--- src/rtl/core_dmem_bus_adapter.sv ---
// core_dmem_bus_adapter: bridges the core's single-outstanding dmem port to the
// split-transaction data bus, absorbing abandoned requests and late responses.
module core_dmem_bus_adapter #(
    parameter int AW      = 64,
    parameter int DW      = 64,
    parameter int TIMEOUT = 255
) (
    input  logic            g_clk,
    input  logic            g_resetn,
    input  logic            c_req,
    input  logic [AW-1:0]   c_addr,
    input  logic            c_wen,
    input  logic [DW/8-1:0] c_strb,
    input  logic [DW-1:0]   c_wdata,
    output logic            c_gnt,
    output logic            c_err,
    output logic [DW-1:0]   c_rdata,
    output logic            m_req,
    output logic [AW-1:0]   m_addr,
    output logic            m_wen,
    output logic [DW/8-1:0] m_strb,
    output logic [DW-1:0]   m_wdata,
    input  logic            m_gnt,
    input  logic            m_rsp_valid,
    input  logic            m_rsp_err,
    input  logic [DW-1:0]   m_rsp_rdata,
    output logic            busy
);
    localparam int CW = (TIMEOUT > 1) ? $clog2(TIMEOUT) : 1;
    localparam logic [CW-1:0] CNT_LAST = CW'(TIMEOUT - 1);
    localparam logic [2:0] S_IDLE  = 3'd0;
    localparam logic [2:0] S_ADDR  = 3'd1;
    localparam logic [2:0] S_RESP  = 3'd2;
    localparam logic [2:0] S_GNT   = 3'd3;
    localparam logic [2:0] S_DRAIN = 3'd4;
    logic [2:0]      state_q, state_d;
    logic            abort_q, abort_d;
    logic            tout_q, tout_d;
    logic [CW-1:0]   cnt_q, cnt_d;
    logic [DW-1:0]   rdata_q, rdata_d;
    logic            err_q, err_d;
    logic [AW-1:0]   addr_q, addr_d;
    logic            wen_q, wen_d;
    logic [DW/8-1:0] strb_q, strb_d;
    logic [DW-1:0]   wdata_q, wdata_d;
    logic            abort_now;
    // A core dropping c_req in this very cycle counts as abandoned already.
    assign abort_now = abort_q | ~c_req;
    always_comb begin
        state_d = state_q;
        abort_d = abort_q;
        tout_d  = tout_q;
        cnt_d   = cnt_q;
        rdata_d = rdata_q;
        err_d   = err_q;
        addr_d  = addr_q;
        wen_d   = wen_q;
        strb_d  = strb_q;
        wdata_d = wdata_q;
        case (state_q)
            S_IDLE: if (c_req) begin
                addr_d  = c_addr;
                wen_d   = c_wen;
                strb_d  = c_strb;
                wdata_d = c_wdata;
                abort_d = 1'b0;
                state_d = S_ADDR;
            end
            S_ADDR: begin
                abort_d = abort_now;
                if (m_gnt) begin
                    cnt_d   = '0;
                    state_d = S_RESP;
                end
            end
            S_RESP: begin
                abort_d = abort_now;
                cnt_d   = cnt_q + CW'(1);
                if (m_rsp_valid) begin
                    if (!abort_now) begin
                        rdata_d = m_rsp_rdata;
                        err_d   = m_rsp_err;
                    end
                    state_d = abort_now ? S_IDLE : S_GNT;
                end else if (TIMEOUT != 0 && cnt_q == CNT_LAST) begin
                    tout_d = 1'b1;
                    if (!abort_now) begin
                        rdata_d = '0;
                        err_d   = 1'b1;
                    end
                    state_d = abort_now ? S_DRAIN : S_GNT;
                end
            end
            S_GNT: state_d = tout_q ? S_DRAIN : S_IDLE;
            S_DRAIN: if (m_rsp_valid) begin
                tout_d  = 1'b0;
                state_d = S_IDLE;
            end
            default: state_d = S_IDLE;
        endcase
    end
    always_ff @(posedge g_clk) begin
        if (!g_resetn) begin
            state_q <= S_IDLE;
            abort_q <= 1'b0;
            tout_q  <= 1'b0;
            cnt_q   <= '0;
            rdata_q <= '0;
            err_q   <= 1'b0;
            addr_q  <= '0;
            wen_q   <= 1'b0;
            strb_q  <= '0;
            wdata_q <= '0;
        end else begin
            state_q <= state_d;
            abort_q <= abort_d;
            tout_q  <= tout_d;
            cnt_q   <= cnt_d;
            rdata_q <= rdata_d;
            err_q   <= err_d;
            addr_q  <= addr_d;
            wen_q   <= wen_d;
            strb_q  <= strb_d;
            wdata_q <= wdata_d;
        end
    end
    assign c_gnt   = state_q == S_GNT;
    assign m_req   = state_q == S_ADDR;
    assign busy    = state_q != S_IDLE;
    assign c_err   = err_q;
    assign c_rdata = rdata_q;
    assign m_addr  = addr_q;
    assign m_wen   = wen_q;
    assign m_strb  = strb_q;
    assign m_wdata = wdata_q;
endmodule

--- config.mk ---
export PLATFORM = sky130hd
export DESIGN_NAME = core_dmem_bus_adapter
export DESIGN_NICKNAME = d
export VERILOG_FILES = /design/src/rtl/core_dmem_bus_adapter.sv
export SDC_FILE = /design/constraint.sdc
export NUM_CORES = 1
export LEC_CHECK = 0
export ABC_CLOCK_PERIOD_IN_PS = 3010
export BUFFER_PORTS_ARGS = -buffer_cell sky130_fd_sc_hd__buf_4
export CORE_AREA = 3 3 159 161
export CTS_CLUSTER_SIZE = 12
export DETAILED_ROUTE_END_ITERATION = 10
export DIE_AREA = 0 0 162 164
export PLACE_DENSITY = 0.67
export SLEW_MARGIN = 30
export SYNTH_ARGS = -nofsm -noshare
export SYNTH_HDL_FRONTEND = slang
export SYNTH_SLANG_ARGS = --single-unit
--- constraint.sdc ---
create_clock -name g_clk -period 3.01 [get_ports g_clk]
set_input_delay 0.1505 -clock g_clk [delete_from_list [all_inputs] [get_ports g_clk]]
set_output_delay 0.1505 -clock g_clk [all_outputs]
set_load 0.05 [all_outputs]
==> impl_metrics.tcl <==
set metrics [dict create \
    fin_nets 1634 \
    skew_ns 0.0103 \
    met2_usage 0.351 \
    cts_made_buffers 25 \
    swShare 0.395 \
    maxSlewHeadroom 0.522 \
    timing_worst_slew_pin_value_ns 0.717 \
    yosys.area.top_type_share 0.570 \
    drc 0 \
    arrival_ns 2.74 \
    clkPwrFrac 0.285 \
    ys_seq_elements 215 \
    period_needed_ns 2.31 \
    place.gp.congestion 0.771 \
    slew_violations 0 \
    ant_nets 0 \
    layout-drive-gt1-share 0.326 \
    grt_max_degree 65 \
    finalPower_mw 10.8 \
    post_cts_resized 0 \
    die_h_microns 164 \
    slowest_stage "and2_4" \
    first_global_vias 8306 \
    seqPwrFrac 0.331 \
    cts_hold_buf 204 \
    synthToLayoutAreaGrowth_pct 80.6 \
    io_buffers 411 \
    synthArstFlopShare 0 \
    start_util 0.313 \
    crit_path_cell_trace "nor3_1 > and2_4 > buf_12 > nand2_1 > a21oi_1" \
    yosysSeqAreaShare 0.570 \
    antenna_cells 0 \
    p_int_mw 6.53 \
    crit_path_end_kind "register" \
    drt-total-wl_microns 28300 \
    busiest_layer "met2" \
    ys_top_cells_by_area "dfxtp_1 (57%), nand2_1 (14%), a21oi_1 (9.7%), a22o_1 (7.4%), buf_6 (3.0%)" \
    ir_drop_v 0.000623 \
    synthCells 837 \
    first_pass_iters 4 \
    ys.flop_type "dfxtp_1" \
    syn_area_per_cell_sq_um 9.02 \
    cts.path.max_buffers 3 \
    ios 412 \
    drv_cap 0 \
    setup_viol 0 \
    synth.most_common_cell "nand2_1" \
    h-tree-depth 1 \
    r2r_slack_ns 0.70 \
    grt_usage 0.195 \
    crit_fanout 50 \
    cts_tree "done" \
    p_leak_nw 6.07 \
    worstHoldPathCells 4 \
    period_share 0.767 \
    std_cell_rows 57 \
    clkTransAtPathRegs_ns 0.06 \
    grt_util_met3 0.0540 \
    dp_hpwl_microns 17200 \
    p_switching_mw 4.26 \
    grt_pass1_wl_microns 42700 \
    fp.dieW_microns 162 \
    rsz0062_at_grt "no" \
    r2r_end "m_addr[62]" \
    use_met1 0.221 \
    viasPerCell 4.66 \
    root_buffer "clkbuf_16" \
    worstReg2RegStart "state_q[2]" \
    yosysUniqueCellTypes 41 \
    hold_violations 0 \
    synth_edf_count 0 \
    ys_warn_count 0 \
    vias 8233 \
    grt_overflow 0 \
    critical_path_class "reg -> reg" \
    powerDensity_nw_per_um2 791 \
    critPathMaxStageDelay_ns 0.65 \
    min_to "abort_q" \
    synth_top_area_cell "dfxtp_1" \
    hp-class "in -> reg" \
    status "complete, no violations" \
    syn-num-nets 1046 \
    max_freq_ghz 0.433 \
    antenna_found_initial 1 \
    postCtsSetupBuffers 0 \
    synth.top_cells.by_count "nand2_1 (279), dfxtp_1 (215), a21oi_1 (147), a22o_1 (64), clkbuf_1 (23)" \
    cts.sinks 215 \
    core_sq_um 24100 \
    fin_tns_setup_ns 0 \
    wl_per_cell_microns 16.0 \
    clk_latency_ns 0.51 \
    power_frac_comb 0.385 \
    start_kind "register" \
    die-area_sq_um 26600 \
    drtIter0Drc 555 \
    worst-r2r-cell-count 5 \
    critical_path_required_ns 3.44 \
    worstHoldStart "c_req" \
    syn_area_sq_um 7550 \
    n_fill_cell 1991 \
]
==> worst max-delay path, delay by kind of cell, from the launching register on <==
family	cells	cell delay, ns
AOI/OAI and AO/OA	1	0.14
and+or+nand+nor	3	1.33
buffers and inverters	1	0.29
DFF	1	0.44
==> routing by layer <==
layer / part of all wire / wire [microns] / vias to the layer above
li1: - / - / 4001
met1: 0.38 / 10900 / 3830
met2: 0.50 / 14200 / 332
met3: 0.079 / 2240 / 68
met4: 0.033 / 942 / 2
met5: 0.00046 / 13 / -
==> stage by stage <==
step                      instances  utilization  hold slack (ns)  setup WS [ns]  cell area, sq um
after floorplan                 837            -            0.260           1.09              7550
after global placement         1518        0.446            0.360          0.838             10700
after detailed placement       1518        0.446            0.365          0.702             10700
after CTS                      1767        0.566          0.00666          0.672             13600
after global routing           1767        0.566           0.0586          0.509             13600
final                          1767        0.566           0.0370          0.700             13600
==> cell families (layout without fill, tap and decap cells) <==
kind of cell	count (synthesis)	after routing	synth area share
xor+xnor	1	1	0.00116
compound gates	233	233	0.191
fa+ha+maj	2	2	0.00331
flops	215	215	0.570
buf+inv	67	673	0.0592
mux	1	1	0.00133
simple gates	318	318	0.174
==> worst max path at each step <==
stage               startpoint         end  slack [ns]
floorplan           state_q[0]  state_q[1]        1.09
CTS                 state_q[2]  m_addr[22]        0.67
global placement    state_q[2]  m_addr[34]        0.84
finish              state_q[2]  m_addr[62]        0.70
detailed placement  state_q[2]  m_addr[41]        0.70
global route        state_q[2]  m_wdata[2]        0.51
==> flip-flops by register name, summed over array words and instances (netlist names) <==
register and count:
abort_q 1, m_strb 8, cnt_q 8, c_rdata 64
c_err 1, m_addr 64, state_q 3, tout_q 1
m_wen 1, m_wdata 64
==> placed cells by master, fill, tap and decap left out, drive strengths merged, types with 5 or more instances in the layout <==
cell type	synthesis	layout
nor2	8	8
nand2	279	279
a22o	64	64
clkbuf	23	38
inv	4	5
a21oi	148	148
dfxtp	215	215
o21ai	7	7
dlygate4sd3	0	204
buf	40	420
==> area by class of cell <==
| class | count | area (sq um) | area share |
|---|---|---|---|
| clock buffers | 38 | 754 | 0.0553 |
| well taps | 324 | 405 | 0.0297 |
| multi-input cells | 555 | 2820 | 0.207 |
| flip-flops and latches | 215 | 4300 | 0.316 |
| clock inverters | 7 | 88.8 | 0.00652 |
| inverters | 4 | 17.5 | 0.00128 |
| repair buffers | 624 | 5250 | 0.385 |
==> power groups by stage <==
stage	clock network, mW	logic, mW	registers, mW
finish	3.07	4.15	3.57
global route	3.28	4.41	3.62
CTS	3.17	4.15	3.55
detailed placement	0	3.92	3.61
global placement	0	3.89	3.59
floorplan	0	1.39	4.96
Note: power is estimated with default switching activity, not from simulation.
